$ cat src/rtl/uart_frame_parser_if.sv
// Payload byte stream leaving the frame parser.
// valid/ready: a byte transfers on any clock edge where valid && ready; data/last hold while valid && !ready.
interface uart_frame_parser_if;
  logic [7:0] data;
  logic       valid;
  logic       last;
  logic       ready;

  modport master (output data, output valid, output last, input ready);
  modport slave  (input data, input valid, input last, output ready);
endinterface

$ cat src/rtl/uart_frame_parser.sv
// Frame parser: SOF0 SOF1 LEN PAYLOAD[LEN] CHK from the RX FIFO, payload streamed out.
// Optional inter-byte timeout enabled by defining UART_PARSER_TIMEOUT_EN.
module uart_frame_parser #(
  parameter int         MAX_LEN        = 64,
  parameter int         TIMEOUT_CYCLES = 50000,
  parameter logic [7:0] SOF0           = 8'h55,
  parameter logic [7:0] SOF1           = 8'hAA
) (
  input  logic                        i_sys_clk,
  input  logic                        i_sys_rst_n,
  input  logic                        i_fifo_empty,
  input  logic [7:0]                  i_fifo_rdata,
  output logic                        o_fifo_rden,
  uart_frame_parser_if.master         pay,
  output logic                        o_frame_done,
  output logic                        o_frame_ok,
  output logic [1:0]                  o_err_code,
  output logic [15:0]                 o_frame_cnt,
  output logic [2:0]                  o_dbg_state
);

  typedef enum logic [2:0] {
    ST_HUNT0   = 3'd0,
    ST_HUNT1   = 3'd1,
    ST_LEN     = 3'd2,
    ST_PAYLOAD = 3'd3,
    ST_CHK     = 3'd4
  } state_t;

  localparam logic [7:0] MAX_LEN_B = 8'(MAX_LEN);

  state_t      state_q, state_d;
  logic        rd_pend;
  logic        byte_rx;
  logic [7:0]  rx;
  logic [7:0]  len_q, cnt_q, sum_q;
  logic [7:0]  data_q;
  logic        valid_q, last_q;
  logic        is_last;
  logic        done_set, ok_set, len_load, pay_load;
  logic [1:0]  err_set;
  logic        tmo_hit;

  // One read in flight at a time, and none while a payload byte waits downstream.
  assign o_fifo_rden = !i_fifo_empty && !rd_pend && !valid_q;
  assign byte_rx     = rd_pend;
  assign rx          = i_fifo_rdata;
  assign is_last     = (cnt_q == len_q - 8'd1);

  assign pay.data    = data_q;
  assign pay.valid   = valid_q;
  assign pay.last    = last_q;
  assign o_dbg_state = state_q;

`ifdef UART_PARSER_TIMEOUT_EN
  localparam int TW = $clog2(TIMEOUT_CYCLES + 1);
  logic [TW-1:0] tmo_q;
  logic          tmo_run;

  // Downstream stalls are not the sender's fault, so they do not age the frame.
  assign tmo_run = (state_q != ST_HUNT0) && !(valid_q && !pay.ready);
  assign tmo_hit = tmo_run && !byte_rx && (tmo_q == TW'(TIMEOUT_CYCLES - 1));

  always_ff @(posedge i_sys_clk or negedge i_sys_rst_n) begin
    if (!i_sys_rst_n)                        tmo_q <= '0;
    else if (byte_rx || state_q == ST_HUNT0) tmo_q <= '0;
    else if (tmo_run)                        tmo_q <= tmo_q + 1'b1;
  end
`else
  assign tmo_hit = 1'b0;
`endif

  always_ff @(posedge i_sys_clk or negedge i_sys_rst_n) begin
    if (!i_sys_rst_n) state_q <= ST_HUNT0;
    else              state_q <= state_d;
  end

  always_comb begin
    state_d  = state_q;
    done_set = 1'b0;
    ok_set   = 1'b0;
    err_set  = 2'd0;
    len_load = 1'b0;
    pay_load = 1'b0;
    if (byte_rx) begin
      case (state_q)
        ST_HUNT0: if (rx == SOF0) state_d = ST_HUNT1;
        ST_HUNT1: begin
          if (rx == SOF1)      state_d = ST_LEN;
          else if (rx == SOF0) state_d = ST_HUNT1;
          else                 state_d = ST_HUNT0;
        end
        ST_LEN: begin
          if (rx == 8'd0 || rx > MAX_LEN_B) begin
            done_set = 1'b1;
            err_set  = 2'd1;
            state_d  = ST_HUNT0;
          end else begin
            len_load = 1'b1;
            state_d  = ST_PAYLOAD;
          end
        end
        ST_PAYLOAD: begin
          pay_load = 1'b1;
          if (is_last) state_d = ST_CHK;
        end
        ST_CHK: begin
          done_set = 1'b1;
          state_d  = ST_HUNT0;
          if (rx == sum_q) ok_set  = 1'b1;
          else             err_set = 2'd2;
        end
        default: state_d = ST_HUNT0;
      endcase
    end else if (tmo_hit) begin
      done_set = 1'b1;
      err_set  = 2'd3;
      state_d  = ST_HUNT0;
    end
  end

  always_ff @(posedge i_sys_clk or negedge i_sys_rst_n) begin
    if (!i_sys_rst_n) begin
      rd_pend      <= 1'b0;
      len_q        <= '0;
      cnt_q        <= '0;
      sum_q        <= '0;
      data_q       <= '0;
      valid_q      <= 1'b0;
      last_q       <= 1'b0;
      o_frame_done <= 1'b0;
      o_frame_ok   <= 1'b0;
      o_err_code   <= '0;
      o_frame_cnt  <= '0;
    end else begin
      rd_pend      <= o_fifo_rden;
      o_frame_done <= done_set;
      if (len_load) begin
        len_q <= rx;
        sum_q <= rx;
        cnt_q <= '0;
      end
      // The read rule keeps a new payload byte from landing on an unaccepted one.
      if (pay_load) begin
        data_q  <= rx;
        last_q  <= is_last;
        valid_q <= 1'b1;
        sum_q   <= sum_q + rx;
        cnt_q   <= cnt_q + 8'd1;
      end else if (valid_q && pay.ready) begin
        valid_q <= 1'b0;
      end
      if (done_set) begin
        o_frame_ok <= ok_set;
        o_err_code <= err_set;
      end
      if (ok_set) o_frame_cnt <= o_frame_cnt + 16'd1;
    end
  end

endmodule

$ cat src/flat_wrapper.sv
// flat-port wrapper written by rule: the top's interface ports become plain ports
module uart_frame_parser_flat 
#(
  parameter int         MAX_LEN        = 64,
  parameter int         TIMEOUT_CYCLES = 50000,
  parameter logic [7:0] SOF0           = 8'h55,
  parameter logic [7:0] SOF1           = 8'hAA
)
  (i_sys_clk, i_sys_rst_n, i_fifo_empty, i_fifo_rdata, o_fifo_rden, o_frame_done, o_frame_ok, o_err_code, o_frame_cnt, o_dbg_state, pay_data, pay_valid, pay_last, pay_ready);
  uart_frame_parser_if pay_i ();
  input  logic i_sys_clk;
  input  logic i_sys_rst_n;
  input  logic i_fifo_empty;
  input  logic [7:0] i_fifo_rdata;
  output logic o_fifo_rden;
  output logic o_frame_done;
  output logic o_frame_ok;
  output logic [1:0] o_err_code;
  output logic [15:0] o_frame_cnt;
  output logic [2:0] o_dbg_state;
  output wire logic [$bits(pay_i.data)-1:0] pay_data;
  output wire logic [$bits(pay_i.valid)-1:0] pay_valid;
  output wire logic [$bits(pay_i.last)-1:0] pay_last;
  input wire logic [$bits(pay_i.ready)-1:0] pay_ready;
  assign pay_data = pay_i.data;
  assign pay_valid = pay_i.valid;
  assign pay_last = pay_i.last;
  assign pay_i.ready = pay_ready;
  uart_frame_parser #(.MAX_LEN(MAX_LEN), .TIMEOUT_CYCLES(TIMEOUT_CYCLES), .SOF0(SOF0), .SOF1(SOF1)) u_core (.i_sys_clk(i_sys_clk), .i_sys_rst_n(i_sys_rst_n), .i_fifo_empty(i_fifo_empty), .i_fifo_rdata(i_fifo_rdata), .o_fifo_rden(o_fifo_rden), .pay(pay_i), .o_frame_done(o_frame_done), .o_frame_ok(o_frame_ok), .o_err_code(o_err_code), .o_frame_cnt(o_frame_cnt), .o_dbg_state(o_dbg_state));
endmodule
$ cat config.mk
export PLATFORM = sky130hd
export DESIGN_NAME = uart_frame_parser_flat
export DESIGN_NICKNAME = d
export VERILOG_FILES = /design/src/rtl/uart_frame_parser_if.sv /design/src/rtl/uart_frame_parser.sv /design/src/flat_wrapper.sv
export SDC_FILE = /design/constraint.sdc
export NUM_CORES = 1
export LEC_CHECK = 0
export CAP_MARGIN = 5
export CORE_AREA = 2 2 91 93
export CTS_CLUSTER_SIZE = 8
export DETAILED_ROUTE_END_ITERATION = 6
export DIE_AREA = 0 0 93 95
export PLACE_DENSITY_LB_ADDON = 0.12
export SYNTH_ARGS = -nofsm -noshare
export SYNTH_HDL_FRONTEND = slang
export SYNTH_SLANG_ARGS = --single-unit
$ cat constraint.sdc
create_clock -name i_sys_clk -period 5.3 [get_ports i_sys_clk]
set_input_delay 0.53 -clock i_sys_clk [delete_from_list [all_inputs] [get_ports i_sys_clk]]
set_output_delay 0.53 -clock i_sys_clk [all_outputs]
set_load 0.05 [all_outputs]
==> metrics.md <==
| Metric | Value |
|---|---|
| Post-DR vias/cell | `slightly above 5` |
| Number of clock sinks | `58` |
| Post-CTS Hold Buffers | `0` |
| Run status | `finished, final reports clean` |
| Combined global-route utilization of all metal layers | `0.1718` |
| Final standard cell area without fillers | `3760 um2` |
| Filler-free cell count of the finished design | `about 490` |
| Standard cell with the maximum stage delay on the critical path | `clkdlybuf4s50_1` |
| Flip-flop and latch count after synthesis | `58` |
| Max-slew violation count | `0` |
| Bufs on Longest Clock Path | `2` |
| WL final | `~6.8 mm` |
| Overall die area | `between 8000 and 9000 um2` |
| Max-capacitance violation count | `0` |
| Number of antenna violations at the first check in global routing | `0` |
| HPWL reported at the end of detailed placement | `approximately 4.8 mm` |
| Cells along the critical path | `clkdlybuf4s50_1 -> ha_1 -> nor4_1 -> nand4_1 -> nor2_2 -> nand3_2 -> nor3_1 -> xor2_1` |
| TritonCTS clock tree | `yes` |
| Beginning of the worst register-to-register path | `u_core.sum_q[2]$_DFFE_PN0P_` |
| Number of H-tree branching levels | `3` |
| PortBufs | `45` |
| Lkg Pwr | `about 1.6 nW` |
| Initial DRT Pass Iterations | `4` |
| CTS clk-pin slew, worst paths | `approximately 0.070 ns` |
| # rows | `33` |
| Synthesized netlist cell count | `329` |
| RSZ-0062 raised after global routing | `false` |
| # Post-CTS Setup Buffers | `0` |
| DIE WIDTH | `between 90 and 100 um` |
| Largest net degree at the start of global routing | `59` |
| Capturing element type of the critical path | `register` |
| Number of filler instances in the final layout | `780` |
| Synth area leaders | `dfrtp_1 48%, nand2_1 7.8%, xnor2_1 5.2%` |
| Crit path time final | `slightly below 3 ns` |
| Leading cell types in the layout, fill and taps excluded | `63 x nand2_1, 58 x dfrtp_1, 44 x clkdlybuf4s50_1` |
| Family with the most delay on the worst path | `simple AND/OR/NAND/NOR gates` |
| Ratio of final minimum period to clock period | `0.5504` |
| Count of boundary I/O pins | `46` |
| Largest vdd supply drop | `0.1170 mV` |
| Post-DRT Antenna Nets | `0` |
| Inserted Diodes | `0` |
| Fmax | `around 340 MHz` |
| Number of enable flip-flop cells after synthesis | `0` |
| Placeable core region | `between 7000 and 8000 um2` |
| Final-stage net count | `around 400` |
| Share of the synthesized area in the top cell type | `0.4782` |
| Final hold violation count | `0` |
| Fraction of layout instances using a drive strength above 1 | `0.06579` |
| Synthesis-to-finish area growth | `23.87%` |
| Worst setup path start | `i_fifo_rdata[1]` |
| Slew Limit Headroom | `0.4834` |
| Clock skew | `between 0.01 and 0.015 ns` |
| Mean Syn Cell Area | `around 9.2 um2` |
| Root Driver | `clkbuf_8` |
| Prevailing post-synth register cell | `dfrtp_1` |
| Drc violations | `0` |
| Sum of buffers and inverters on the critical path | `1` |
| Number of unique standard cell types used by synthesis | `47` |
| Delay contributed by the slowest stage of the critical path | `~0.52 ns` |
| Proportion of synthesized chip area in sequential cells | `0.4782` |
| Ys Warns | `0` |
| Clock latency on the worst-skew pair | `~0.33 ns` |
| Critical Path RT | `between 5 and 6 ns` |
| Startpoint Class | `input pin` |
| Initial cell density of the core | `0.3829` |
| Total instance count after detailed placement | `470` |
| Critical path data arrival time | `roughly 3.2 ns` |
| CTS Buf Count | `9` |
| Setup Total Neg Slack | `0 ns` |
| Post_cts resized | `0` |
| Post-synth net total | `between 300 and 400` |
| Most common cell after layout, fill and taps aside | `nand2_1` |
| Remaining Overflow, GRT | `0` |
| Syn Std Cell Area | `between 3000 and 4000 um2` |
| Path type of the worst min-delay path | `in -> async` |
| Library cell occupying the most area in the post-synthesis netlist | `dfrtp_1` |
| Worst Setup Path Type | `in -> reg` |
| Hold Worst Slack | `0.3167 ns` |
| Height of the die | `around 95 um` |
| First DRT Iteration DRCs | `approximately 100` |
| Average detailed-routed wire length per instance | `approximately 14 um` |
| Number of global-route vias before repair | `about 2500` |
| Via total after detailed routing | `between 2000 and 2500` |
| Transition at the pin with the smallest max-transition slack | `0.7749 ns` |
| Maximum fanout along the worst path | `7` |
| Cell Pwr Density | `239.9 nW/um2` |
| Count of final setup violators | `0` |
| Wire length of the first global-routing pass | `11.81 mm` |
| Placer congestion estimate | `around 0.88` |
| Share of synthesized registers carrying an async set or reset | `1.000` |
| Placement Cell Area | `roughly 3600 um2` |
[metrics by stage]
| stage | util | power (mW) | setup WS [ns] |
|---|---|---|---|
| floorplan | - | 0.4903 | 3.015 |
| global placement | 0.4511 | 0.5193 | 2.235 |
| detailed placement | 0.4511 | 0.5203 | 2.117 |
| CTS | 0.4743 | 0.9190 | 2.471 |
| global route | 0.4743 | 0.9492 | 2.322 |
| finish | 0.4743 | 0.9021 | 2.383 |
[worst register-to-register path: stages, from the launching register on]
cell and delay (ns):
dfrtp_1 0.39, ha_1 0.34, nor4_1 0.48, nand4_1 0.43, nor2_2 0.31, nand3_2 0.16, nor3_1 0.20, xor2_1 0.17
[cell families (layout without fill, tap and decap cells)]
kind of cell	after synthesis	count (layout)	share of synthesized area
AND/OR/NAND/NOR	145	145	0.2271
buffers and inverters	23	74	0.03174
adder cells (fa/ha/maj)	11	11	0.04782
flip-flops	58	58	0.4782
multiplexers	2	2	0.007007
XOR/XNOR	32	32	0.09233
AO/OA/AOI/OAI	58	58	0.1158
[routing by layer]
layer  vias to the layer above  share of wire  routed length [um]  GRT usage
li1                       1230              -                   -          -
met1                      1187           0.49                3321     0.2317
met2                        41           0.47                3213     0.2639
met3                        12          0.025                 170    0.03192
met4                         0          0.020                 140    0.09069
met5                         -              0                   0          0
[Yosys cell counts, types with 4 or more instances]
cell type and number:
nand2_1 63, dfrtp_1 58, o21ai_0 28, nor2_1 25
xnor2_1 18, xor2_1 14, nand3_1 13, inv_1 12
ha_1 10, clkbuf_1 7, a21oi_1 6, a31oi_1 6
nor2b_1 6, nor3_1 6, and3_1 5, nand4_1 5
nor4_1 4
[area by class of cell]
cell class	count	area, um2	area share
clock inverter	5	56.30	0.01498
clock buffer	10	127.6	0.03394
sequential	58	1451	0.3860
multi-input combinational	248	1488	0.3957
tap	105	131.4	0.03494
timing repair buffer	47	460.4	0.1225
inverter	12	45.04	0.01198
[worst paths after layout]
kind	depth (start not counted)	to	slack, ns
setup / recovery	8	u_core.o_frame_cnt[11]$_DFFE_PN0P_	2.38
hold / removal	2	u_core.cnt_q[3]$_DFFE_PN0P_	0.32
setup reg to reg	7	u_core.o_frame_cnt[11]$_DFFE_PN0P_	2.74
hold reg to reg	1	u_core.o_frame_cnt[15]$_DFFE_PN0P_	0.46
max in group asynchronous	2	u_core.sum_q[3]$_DFFE_PN0P_	4.47
min in group i_sys_clk	1	u_core.o_frame_cnt[15]$_DFFE_PN0P_	0.46
[registers in the layout, indices dropped and copies added (netlist names), 2 cells and up]
name / flops
u_core.o_err_code: 2
u_core.cnt_q: 8
u_core.pay.data: 8
u_core.len_q: 8
u_core.o_dbg_state: 3
u_core.sum_q: 8
u_core.o_frame_cnt: 16
[report_power, final]
group,internal [mW],leakage (nW),switching [mW]
clock,0.214,0.0921,0.177
combinational,0.0260,0.854,0.0363
sequential,0.446,0.682,0.00304
No activity file was read; power rests on OpenSTA's default activity.
